`config.mk`:
```
export PLATFORM = sky130hd
export DESIGN_NAME = uart_prog_loader
export DESIGN_NICKNAME = d
export VERILOG_FILES = /design/src/rtl/uart_prog_loader.sv
export SDC_FILE = /design/constraint.sdc
export NUM_CORES = 1
export LEC_CHECK = 0
export BUFFER_PORTS_ARGS = -buffer_cell sky130_fd_sc_hd__buf_4
export CORE_MARGIN = 2
export CORE_UTILIZATION = 40
export CTS_CLUSTER_DIAMETER = 40
export DETAILED_ROUTE_END_ITERATION = 10
export PLACE_DENSITY_LB_ADDON = 0.2
export SLEW_MARGIN = 20
export SYNTH_ARGS = -nofsm -noshare
export SYNTH_HDL_FRONTEND = slang
export SYNTH_SLANG_ARGS = --single-unit
```
`constraint.sdc`:
```
create_clock -name Clk -period 2 [get_ports Clk]
set_input_delay 0.2 -clock Clk [delete_from_list [all_inputs] [get_ports Clk]]
set_output_delay 0.2 -clock Clk [all_outputs]
set_load 0.03 [all_outputs]
```
`src/rtl/uart_prog_loader.sv`:
```
// 8N1 UART receiver that streams good bytes into sequential instruction-memory
// addresses while Load is high, tracking count, full and framing-error status.
module uart_prog_loader #(
   parameter int Baudrate = 24,
   parameter int ADDR_W   = 5
) (
   input  logic              Clk,
   input  logic              Reset,
   input  logic              Load,
   input  logic              RX,
   output logic              Wr_en,
   output logic [ADDR_W-1:0] Wr_addr,
   output logic [7:0]        Wr_data,
   output logic [ADDR_W:0]   Count,
   output logic              Full,
   output logic              Done,
   output logic              FE
);

   localparam int             BW        = $clog2(Baudrate);
   localparam logic [BW-1:0]  HALF_LAST = BW'(Baudrate / 2 - 1);
   localparam logic [BW-1:0]  BIT_LAST  = BW'(Baudrate - 1);

   typedef enum logic [1:0] {IDLE, START, DATA, STOP} state_t;

   state_t              r_state;
   state_t              w_state_nxt;
   logic                r_rx_meta;
   logic                r_rxs;
   logic                r_load_d;
   logic [BW-1:0]       r_baud;
   logic [2:0]          r_bit;
   logic [7:0]          r_shift;
   logic [ADDR_W-1:0]   r_addr;
   logic [ADDR_W:0]     r_count;
   logic                r_full;
   logic                r_fe;
   logic                r_done;
   logic                r_wr_en;
   logic [ADDR_W-1:0]   r_wr_addr;
   logic [7:0]          r_wr_data;
   logic                w_half;
   logic                w_bit_end;
   logic                w_shift;
   logic                w_stop_smp;
   logic                w_load_rise;

   assign w_half      = (r_baud == HALF_LAST);
   assign w_bit_end   = (r_baud == BIT_LAST);
   assign w_load_rise = Load & ~r_load_d;

   always_ff @(posedge Clk or posedge Reset) begin
      if (Reset) begin
         r_rx_meta <= 1'b1;
         r_rxs     <= 1'b1;
         r_load_d  <= 1'b0;
         r_state   <= IDLE;
      end else begin
         r_rx_meta <= RX;
         r_rxs     <= r_rx_meta;
         r_load_d  <= Load;
         r_state   <= w_state_nxt;
      end
   end

   // Dropping Load overrides every transition so a partial frame is abandoned.
   always_comb begin
      w_state_nxt = r_state;
      w_shift     = 1'b0;
      w_stop_smp  = 1'b0;
      case (r_state)
         IDLE:  if (!r_rxs) w_state_nxt = START;
         START: if (w_half) w_state_nxt = r_rxs ? IDLE : DATA;
         DATA:  if (w_bit_end) begin
                   w_shift = 1'b1;
                   if (r_bit == 3'd7) w_state_nxt = STOP;
                end
         STOP:  if (w_bit_end) begin
                   w_stop_smp  = 1'b1;
                   w_state_nxt = IDLE;
                end
         default: w_state_nxt = IDLE;
      endcase
      if (!Load) begin
         w_state_nxt = IDLE;
         w_shift     = 1'b0;
         w_stop_smp  = 1'b0;
      end
   end

   always_ff @(posedge Clk or posedge Reset) begin
      if (Reset) begin
         r_baud <= '0;
         r_bit  <= '0;
      end else begin
         if (r_state == IDLE || w_state_nxt != r_state || w_shift)
            r_baud <= '0;
         else
            r_baud <= r_baud + 1'b1;
         if (r_state == START)
            r_bit <= '0;
         else if (w_shift)
            r_bit <= r_bit + 1'b1;
      end
   end

   always_ff @(posedge Clk) begin
      if (w_shift) r_shift <= {r_rxs, r_shift[7:1]};
   end

   // Strobe fires the cycle after a good stop sample; bookkeeping follows a cycle later.
   always_ff @(posedge Clk or posedge Reset) begin
      if (Reset) begin
         r_wr_en   <= 1'b0;
         r_wr_addr <= '0;
         r_wr_data <= '0;
         r_addr    <= '0;
         r_count   <= '0;
         r_full    <= 1'b0;
         r_fe      <= 1'b0;
         r_done    <= 1'b0;
      end else begin
         r_done  <= r_load_d & ~Load;
         r_wr_en <= w_stop_smp & r_rxs & ~r_full;
         if (w_stop_smp && r_rxs && !r_full) begin
            r_wr_addr <= r_addr;
            r_wr_data <= r_shift;
         end
         if (w_load_rise) begin
            r_addr  <= '0;
            r_count <= '0;
            r_full  <= 1'b0;
            r_fe    <= 1'b0;
         end else begin
            if (r_wr_en) begin
               r_count <= r_count + 1'b1;
               if (r_addr == {ADDR_W{1'b1}})
                  r_full <= 1'b1;
               else
                  r_addr <= r_addr + 1'b1;
            end
            if (w_stop_smp && !r_rxs) r_fe <= 1'b1;
         end
      end
   end

   assign Wr_en   = r_wr_en;
   assign Wr_addr = r_wr_addr;
   assign Wr_data = r_wr_data;
   assign Count   = r_count;
   assign Full    = r_full;
   assign Done    = r_done;
   assign FE      = r_fe;

endmodule
```
==> results of run 1 <==
[path summary, 6_finish.rpt]
path / from / end / slack, ns / cells after the start
worst max-delay path: r_baud[0]$_DFF_PP0_ / Wr_addr[1]$_DFFE_PP0P_ / 0.10 / 5
worst min-delay path: Reset / Wr_data[2]$_DFFE_PP0P_ / 0.04 / 2
worst max register to register: r_baud[0]$_DFF_PP0_ / Wr_addr[1]$_DFFE_PP0P_ / 0.10 / 5
worst min register to register: r_rx_meta$_DFF_PP1_ / r_rxs$_DFF_PP1_ / 0.36 / 0
max in group asynchronous: Reset / r_baud[1]$_DFF_PP0_ / 1.37 / 3
min in group Clk: Load / r_load_d$_DFF_PP0_ / 0.07 / 1
[sequential cells by signal (all words and copies together), names as in the netlist, 2 cells and up]
signal / cells
Count: 6
Wr_addr: 5
Wr_data: 8
r_addr: 5
r_baud: 5
r_bit: 3
r_shift: 8
r_state: 2
[per-layer routing]
| layer | GRT usage [%] | wire length (µm) |
|---|---|---|
| met5 | 0 | 0 |
| met4 | 5.07 | 17 |
| met3 | 3.61 | 149 |
| met2 | 21.7 | 1640 |
| met1 | 17.6 | 1580 |
[layout by cell type (no fill, tap or decap), drive strengths merged]
master and n:
a21oi 8, and3 2, and4bb 1, buf 30
bufinv 1, clkbuf 5, clkinv 1, clkinvlp 1
dfrtp 39, dfstp 2, dlygate4sd3 1, edfxtp 8
ha 6, inv 6, mux2 13, mux2i 3
nand2 10, nand2b 2, nand3 6, nand3b 2
nand4 2, nand4b 1, nor2 8, nor2b 3
nor3 5, nor3b 2, nor4 1, o211ai 1
o21a 1, o21ai 3, o311a 1, o31ai 1
or3 2, or4 2, xnor2 3, xor2 6
[repair_timing]
item	4_1_cts	5_1_grt
endpoints found under the hold margin	1	0
resized for setup	0	0
setup endpoints to repair	0	0
hold buffers	1	0
setup buffers	0	0
[synthesized netlist by cell type]
| master | instances | area [µm²] |
|---|---|---|
| inv_1 | 6 | 22.5 |
| and4bb_2 | 1 | 12.5 |
| xnor2_1 | 3 | 26.3 |
| mux2i_1 | 3 | 30.0 |
| xor2_1 | 6 | 52.6 |
| nand2b_1 | 2 | 12.5 |
| nor2b_1 | 3 | 18.8 |
| o211ai_1 | 1 | 7.51 |
| nand3_1 | 6 | 30.0 |
| o21ai_0 | 3 | 15.0 |
| or4_2 | 2 | 17.5 |
| buf_6 | 1 | 11.3 |
| nor4_4 | 1 | 21.3 |
| dfstp_2 | 2 | 52.6 |
| buf_2 | 1 | 5.00 |
| o311a_1 | 1 | 10.0 |
| a21oi_1 | 8 | 40.0 |
| and3_1 | 1 | 6.26 |
| o21a_1 | 1 | 7.51 |
| o31ai_1 | 1 | 7.51 |
| nand4b_4 | 1 | 23.8 |
| or3_1 | 2 | 12.5 |
| dfrtp_1 | 39 | 976 |
| nor2_1 | 8 | 30.0 |
| mux2_2 | 13 | 146 |
| ha_1 | 6 | 75.1 |
| edfxtp_1 | 8 | 240 |
| clkbuf_1 | 2 | 7.51 |
| nand4_1 | 2 | 12.5 |
| nand3b_1 | 2 | 15.0 |
| nor3_1 | 5 | 25.0 |
| nor3b_1 | 2 | 15.0 |
| nand2_1 | 10 | 37.5 |
| and3_2 | 1 | 7.51 |
[logic make-up after synthesis]
logic type | synth area share [%]
AOI/OAI and AO/OA | 4.31
DFF | 62.5
adders and majority gates | 3.70
buffers and inverters | 2.28
muxes | 8.69
and+or+nand+nor | 14.7
xor gates and xnor gates | 3.88
[worst max-delay path, cell delays in order, from the launching register on]
cell      delay [ns]
dfrtp_1         0.39
ha_1            0.28
nand4b_4        0.20
nor4_4          0.28
buf_4           0.26
mux2_2          0.37
[final cells by class]
cell class	count	area [µm²]
Inverter	6	22.5
Tap cell	67	83.8
Clock buffer	5	68.8
Multi-Input combinational cell	95	721
Fill cell	461	2360
Sequential cell	49	1270
Clock inverter	3	41.3
Timing Repair Buffer	31	248
[power by group through the flow]
stage          clock [W]  combinational, W  sequential (W)
2_1_floorplan          0         0.0000316         0.00104
3_3_place_gp           0         0.0000504         0.00105
3_5_place_dp           0         0.0000522         0.00105
4_1_cts         0.000694         0.0000540         0.00103
5_1_grt         0.000746         0.0000593         0.00103
6_report        0.000677         0.0000521         0.00103
[per-stage QoR]
step	instances	instance area, µm²	hold WS [ns]
final	256	2450	0.0410
after global placement	247	2330	0.310
after CTS	256	2450	0.0579
after global routing	256	2450	0.0527
after detailed placement	247	2330	0.310
after floorplan	154	2040	0.204
==> out/results.tsv, run 1 <==
metric	value	unit
areaGrowthSynthToFinish	20.8	%
synth_nets	164	
die_height	75.3	µm
io_pins	27	
via_count	1259	
ys_ff_latch	49	
clk_latency	0.29	ns
timing.fmax	527	MHz
hold_viol_final	0	
min_period_over_period	94.9	%
maxCapViolCount	0	
cts_buffers	5	
drc	0	
fp.dieArea	0.00566	mm²
grt_max_degree	24	
gp_congestion	0.809	
initial_core_util	42.2	%
internal_power	0.00140	W
vdd_drop_max	355	µV
dp_hpwl	2470	µm
synthCells	154	
clk_path_buf_depth	2	
endpoint_kind	flip-flop	
pwr-share-comb	3.0	%
critical_path_arrival	2.07	ns
hold_class	in -> async	
wl_per_cell	13.2	µm
drtIter0Drc	83	
netSwitchingFraction	20.0	%
fin_ws	0.103	ns
final_nets	198	
wl	3390	µm
htreeDepth	2	
pwr-share-clk	38.6	%
clock_skew	0.00800	ns
ys_seq_area_share	62.5	%
setup_violations	0	
min_period	1.90	ns
slew_violations	0	
tns	0	ns
power_density	715	mW/mm²
crit_required	2.17	ns
core-area	0.00482	mm²
first_pass_iters	4	
dp_slack	0.0999	ns
syn-cell-area	0.00203	mm²
core.rowCount	25	
status	finished clean	
worst_pin_slew	0.768	ns
cts.clk_slew.worst_paths	0.09	ns
leakagePower	1.16	nW
p_total	0.00176	W
cp-start-kind	flip-flop	
utilization	50.9	%
slew-limit-headroom	48.7	%
netSwitchingPower	0.000351	W
tritoncts	yes	
pwr-share-seq	58.4	%
via_per_inst	4.92	
dieWidth	75.3	µm
grt_pass1_vias	1252	
worstSetupPathType	reg -> reg	
rsz0062_at_grt	no	
grt_usage	13.5	%
globalRoute.totalOverflow	0	
crit_fanout	14	
avgSynthCellArea	13.2	µm²
antenna_found_initial	0	
detail-route-antenna-nets	0	
grt_pass1_wl	5710	µm
drive_gt1_share	31.2	%
clock-root-buffer	clkbuf_8	
ys_types	34	
yosys_warnings	0	
portBuffers	26	
n_antenna_cell	0	
cts_sinks	49	
No activity file was read; power rests on OpenSTA's default activity.
==> run 2: changes to the inputs <==
--- a/config.mk
+++ b/config.mk
@@ -5,11 +5,12 @@
 export SDC_FILE = /design/constraint.sdc
 export NUM_CORES = 1
 export LEC_CHECK = 0
-export BUFFER_PORTS_ARGS = -buffer_cell sky130_fd_sc_hd__buf_4
+export BUFFER_PORTS_ARGS = -buffer_cell sky130_fd_sc_hd__buf_2
 export CORE_MARGIN = 2
 export CORE_UTILIZATION = 40
 export CTS_CLUSTER_DIAMETER = 40
 export DETAILED_ROUTE_END_ITERATION = 10
+export MAX_ROUTING_LAYER = met4
 export PLACE_DENSITY_LB_ADDON = 0.2
 export SLEW_MARGIN = 20
 export SYNTH_ARGS = -nofsm -noshare
==> run 2 against run 1 <==
Die area stayed put. Maximum frequency is 0.42% lower. Combinational power is 5.2% lower. Critical path depth stayed put. Clock skew is 0.0045 ns lower. Hold slack worse by 0.019 ns. Sequential share of layout area is 1.3 points higher. Clock power is 3% higher. Register-to-register slack hardly changed. Largest power group unchanged. Highest routed layer unchanged.
==> out/results.tsv, run 2 (same netlist as run 1, synthesis figures left out) <==
metric	value	unit	change
clk_path_buf_depth	2		unchanged
min_period	1.91	ns	was 1.90 ns
slew-limit-headroom	49.7	%	was 48.7%
core.rowCount	25		unchanged
areaGrowthSynthToFinish	17.9	%	was 20.8%
cts_sinks	49		unchanged
worst_pin_slew	0.754	ns	was 0.768 ns
clock-root-buffer	clkbuf_8		unchanged
final_common_cell	dfrtp_1		unchanged
cts_resized	0		unchanged
dieWidth	75.3	µm	unchanged
cp-start-kind	flip-flop		unchanged
critPathBufInv	1		unchanged
grt_pass1_vias	1270		was 1252
first_pass_iters	4		unchanged
path_depth	5		unchanged
crit_fanout	14		unchanged
crit_required	2.18	ns	was 2.17 ns
cts.clk_slew.worst_paths	0.09	ns	about the same
grt_pass1_wl	5730	µm	was 5710 µm
portBuffers	26		unchanged
detail-route-antenna-nets	0		unchanged
most-common-layout-cells	dfrtp_1, buf_2, mux2_2, nand2_1		was dfrtp_1, buf_4, mux2_2, nand2_1
setup.worst_path.start	r_baud[0]$_DFF_PP0_		unchanged
max_stage_delay	0.39	ns	about the same
path_cells	ha_1 > nand4b_4 > nor4_4 > buf_4 > mux2_2		unchanged
cp_slowest_cell	dfrtp_1		unchanged
initial_core_util	42.2	%	unchanged
io_pins	27		unchanged
clock_skew	0.00353	ns	was 0.00800 ns
r2r-end	Wr_addr[1]$_DFFE_PP0P_		unchanged
final_nets	198		unchanged
globalRoute.totalOverflow	0		unchanged
n_antenna_cell	0		unchanged
maxCapViolCount	0		unchanged
dp_hpwl	2490	µm	was 2470 µm
fp.dieArea	0.00566	mm²	unchanged
htreeDepth	2		unchanged
vdd_drop_max	411	µV	was 355 µV
power_density	739	mW/mm²	was 715 mW/mm²
cts_buffers	5		unchanged
worstSetupPathType	reg -> reg		unchanged
drive_gt1_share	31.7	%	was 31.2%
setup_violations	0		unchanged
via_per_inst	4.88		was 4.92
critPathTopFamily	simple AND/OR/NAND/NOR gates		unchanged
leakagePower	1.17	nW	was 1.16 nW
min_period_over_period	95.3	%	was 94.9%
clk_latency	0.29	ns	about the same
die_height	75.3	µm	unchanged
hold_viol_final	0		unchanged
reg2reg_depth	5		unchanged
endpoint_kind	flip-flop		unchanged
hold_class	in -> async		unchanged
status	finished clean		unchanged
gp_congestion	0.849		was 0.809
timing.fmax	525	MHz	was 527 MHz
crit_end	Wr_addr[1]$_DFFE_PP0P_		unchanged
tritoncts	yes		unchanged
slew_violations	0		unchanged
core-area	0.00482	mm²	unchanged
wl	3400	µm	was 3390 µm
via_count	1250		was 1259
r2r_start	r_baud[0]$_DFF_PP0_		unchanged
tns	0	ns	unchanged
grt_usage	13.9	%	was 13.5%
reg2reg_slack	0.09	ns	was 0.10 ns
antenna_found_initial	0		unchanged
wl_per_cell	13.3	µm	was 13.2 µm
critical_path_arrival	2.09	ns	was 2.07 ns
drtIter0Drc	73		was 83
p_total	0.00177	W	was 0.00176 W
rsz0062_at_grt	no		unchanged
grt_max_degree	24		unchanged
drc	0		unchanged
==> run 2: cell count changes in the layout (fill, tap and decap cells not counted) <==
cell | previous run | this run
clkinv_4 | 0 | 1
buf_4 | 29 | 3
buf_2 | 0 | 26
clkinv_1 | 1 | 0
==> run 2: worst register-to-register path, delay by kind of cell (launching register included) <==
kind	cells	cell delay (ns)
multiplexers	1	0.37
adder cells (fa/ha/maj)	1	0.28
AND/OR/NAND/NOR	2	0.49
buffers and inverters	1	0.27
flip-flops	1	0.39
==> run 2: power breakdown <==
group | internal (W) | switching [W] | total (W)
Clock | 0.000374 | 0.000320 | 0.000694
Combinational | 0.0000156 | 0.0000338 | 0.0000494
Sequential | 0.00102 | 0.00000696 | 0.00103
==> run 2: cell type report <==
type / count / area [µm²]
clock buffers: 5 / 68.8
clock inverters: 3 / 46.3
fillers: 442 / 2420
inverters: 6 / 22.5
multi-input cells: 95 / 721
flip-flops and latches: 49 / 1270
well taps: 67 / 83.8
repair buffers: 31 / 183
==> run 2: how the worst min path moves through the flow <==
stage	slack, ns	end	from	depth (start not counted)
2_1_floorplan	0.20	r_rx_meta$_DFF_PP1_	RX	0
3_3_place_gp	0.31	r_rx_meta$_DFF_PP1_	RX	1
3_5_place_dp	0.31	r_rx_meta$_DFF_PP1_	RX	1
4_1_cts	0.04	Done$_DFF_PP0_	Reset	2
5_1_grt	0.07	Done$_DFF_PP0_	Reset	2
6_report	0.02	Done$_DFF_PP0_	Reset	2
==> run 2: metal layers <==
| metal | wire length, µm | share of wire, % | up-vias | track usage, % |
|---|---|---|---|---|
| met5 | 0 | 0 | - | - |
| li1 | - | - | 607 | - |
| met1 | 1560 | 46 | 612 | 16.6 |
| met3 | 171 | 5.0 | 2 | 4.02 |
| met4 | 17 | 0.50 | 0 | 4.87 |
| met2 | 1650 | 49 | 29 | 22.6 |
==> run 2: metrics by stage <==
step / worst slack, ns / cell area, µm² / util [%] / instances / hold WS, ns
global placement: 0.189 / 2270 / 47.1 / 247 / 0.306
detailed placement: 0.125 / 2270 / 47.1 / 247 / 0.306
CTS: 0.110 / 2390 / 49.7 / 256 / 0.0431
floorplan: 0.191 / 2040 / - / 154 / 0.204
global route: 0.0141 / 2390 / 49.7 / 256 / 0.0651
finish: 0.0946 / 2390 / 49.7 / 256 / 0.0216
==> run 2: repair_timing <==
action	in CTS	in global routing
hold buffers	1	0
buffers inserted	0	0
endpoints found under the hold margin	1	0
==> run 3: changes to the inputs <==
--- a/config.mk
+++ b/config.mk
@@ -12,6 +12,7 @@
 export DETAILED_ROUTE_END_ITERATION = 10
 export MAX_ROUTING_LAYER = met4
 export PLACE_DENSITY_LB_ADDON = 0.2
+export RECOVER_POWER = 25
 export SLEW_MARGIN = 20
 export SYNTH_ARGS = -nofsm -noshare
 export SYNTH_HDL_FRONTEND = slang
==> run 3 against run 2 <==
The run now ends with negative hold slack left. Via count is the same. Die area is the same. Utilization decreased by 0.18 points. Highest routed layer unchanged. Critical path type unchanged. Hold slack worse by 0.027 ns. Non-clock buffer count unchanged. Global-route usage stayed put. Critical path depth unchanged. Maximum frequency about the same. Clock power about the same.
==> out/results.tsv, run 3 (same netlist as run 1, synthesis figures left out) <==
metric	value	unit	change
status	complete, but fails checks		was finished clean
violations	negative hold slack		
slew-limit-headroom	32.6	%	was 49.7%
fill_cells	443		was 442
p_total	0.00177	W	about the same
io_pins	27		unchanged
areaGrowthSynthToFinish	17.4	%	was 17.9%
cp_slowest_cell	dfrtp_1		unchanged
setup_violations	0		unchanged
grt_usage	13.9	%	unchanged
clk_path_buf_depth	2		unchanged
cts_buffers	5		unchanged
cts.clk_slew.worst_paths	0.09	ns	about the same
first_pass_iters	4		unchanged
topRoutingLayerUsed	met4		unchanged
clk_latency	0.29	ns	about the same
tritoncts	yes		unchanged
dpl_cell_area	0.00227	mm²	unchanged
clock-root-buffer	clkbuf_8		unchanged
gp_congestion	0.849		unchanged
worstSetupPathType	reg -> reg		unchanged
internal_power	0.00141	W	about the same
crit_fanout	14		unchanged
core-area	0.00482	mm²	unchanged
via_count	1250		unchanged
maxCapViolCount	0		unchanged
dp_slack	0.125	ns	unchanged
m1WireLength	1560	µm	about the same
path_cells	ha_1 > nand4b_4 > nor4_4 > buf_4 > mux2_2		unchanged
pwr-share-clk	39.3	%	was 39.2%
power_density	741	mW/mm²	was 739 mW/mm²
hold_class	in -> async		unchanged
dieWidth	75.3	µm	unchanged
most-common-layout-cells	dfrtp_1, buf_2, mux2_2, nand2_1		unchanged
finish.instance_area	0.00238	mm²	was 0.00239 mm²
min_period	1.91	ns	about the same
endpoint_kind	flip-flop		unchanged
die_height	75.3	µm	unchanged
n_antenna_cell	0		unchanged
pwr-share-seq	58.0	%	about the same
netSwitchingPower	0.000361	W	about the same
fp.dieArea	0.00566	mm²	unchanged
pwr-share-comb	2.6	%	was 2.8%
cp-start-kind	flip-flop		unchanged
via_per_inst	4.88		unchanged
cts_sinks	49		unchanged
fin_ws	0.0945	ns	was 0.0946 ns
worst_pin_slew	1.01	ns	was 0.754 ns
leakagePower	1.17	nW	about the same
dr_wl_met3	171	µm	unchanged
critical_path_arrival	2.09	ns	about the same
clock_skew	0.00353	ns	about the same
grt_pass1_vias	1270		unchanged
min_period_over_period	95.3	%	about the same
slew_violations	0		unchanged
hold_viol_final	16		was 0
wl	3410	µm	was 3400 µm
final_common_cell	dfrtp_1		unchanged
final_nets	198		unchanged
crit_required	2.18	ns	about the same
globalRoute.totalOverflow	0		unchanged
utilization	49.5	%	was 49.7%
drive_gt1_share	30.7	%	was 31.7%
grt_max_degree	24		unchanged
antenna_found_initial	0		unchanged
htreeDepth	2		unchanged
portBuffers	26		unchanged
detail-route-antenna-nets	0		unchanged
vdd_drop_max	411	µV	about the same
fin_hold_ws	-0.00536	ns	was 0.0216 ns
grt_pass1_wl	5730	µm	unchanged
wl_per_cell	13.3	µm	about the same
netSwitchingFraction	20.4	%	about the same
max_stage_delay	0.39	ns	about the same
drc	0		unchanged
core.rowCount	25		unchanged
initial_core_util	42.2	%	unchanged
dr_wl_met2	1660	µm	was 1650 µm
drtIter0Drc	73		unchanged
timing.fmax	525	MHz	about the same
tns	0	ns	unchanged
rsz0062_at_grt	no		unchanged
dp_hpwl	2490	µm	unchanged
==> run 3: timing repair <==
item,CTS,global route
gates resized for setup,0,0
hold buffers,1,0
endpoints found under the hold margin,1,0
setup buffers,0,0
==> run 3: path summary, 6_finish.rpt <==
path | startpoint | endpoint | slack (ns) | cells after the start
min | Reset | Done$_DFF_PP0_ | -0.005 | 2
min in group Clk | Load | r_load_d$_DFF_PP0_ | 0.13 | 1
max in group asynchronous | Reset | r_baud[4]$_DFF_PP0_ | 0.53 | 3
max | r_baud[0]$_DFF_PP0_ | Wr_addr[1]$_DFFE_PP0P_ | 0.09 | 5
max reg2reg | r_baud[0]$_DFF_PP0_ | Wr_addr[1]$_DFFE_PP0P_ | 0.09 | 5
min reg2reg | r_rx_meta$_DFF_PP1_ | r_rxs$_DFF_PP1_ | 0.36 | 0
==> run 3: cell type report <==
type                    instances  area [µm²]  area share, %
flip-flops and latches         49        1270           53.2
multi-input cells              95         721           30.2
repair buffers                 31         174           7.29
inverters                       6        22.5          0.944
clock inverters                 3        46.3           1.94
clock buffers                   5        68.8           2.89
well taps                      67        83.8           3.52
==> run 3: critical path, delay by kind of cell (launching register included) <==
kind | cells | cell delay (ns)
fa+ha+maj | 1 | 0.28
buf+inv | 1 | 0.27
flops | 1 | 0.39
mux | 1 | 0.37
simple gates | 2 | 0.49
==> run 3: stage by stage <==
| stage | std cells | hold slack [ns] |
|---|---|---|
| finish | 256 | -0.00536 |
| global route | 256 | 0.0382 |
| CTS | 256 | 0.0431 |
| detailed placement | 247 | 0.306 |
| global placement | 247 | 0.306 |
| floorplan | 154 | 0.204 |
==> run 3: layer usage <==
layer	vias up	track usage, %
met5	-	-
met4	0	4.87
met3	2	4.02
met2	29	22.6
met1	612	16.6
li1	607	-
==> run 3: power groups by stage <==
stage	Clock [W]	Sequential, W	Combinational [W]
2_1_floorplan	0	0.00104	0.0000316
3_3_place_gp	0	0.00105	0.0000480
3_5_place_dp	0	0.00105	0.0000504
4_1_cts	0.000726	0.00103	0.0000516
5_1_grt	0.000760	0.00103	0.0000539
6_report	0.000695	0.00103	0.0000462
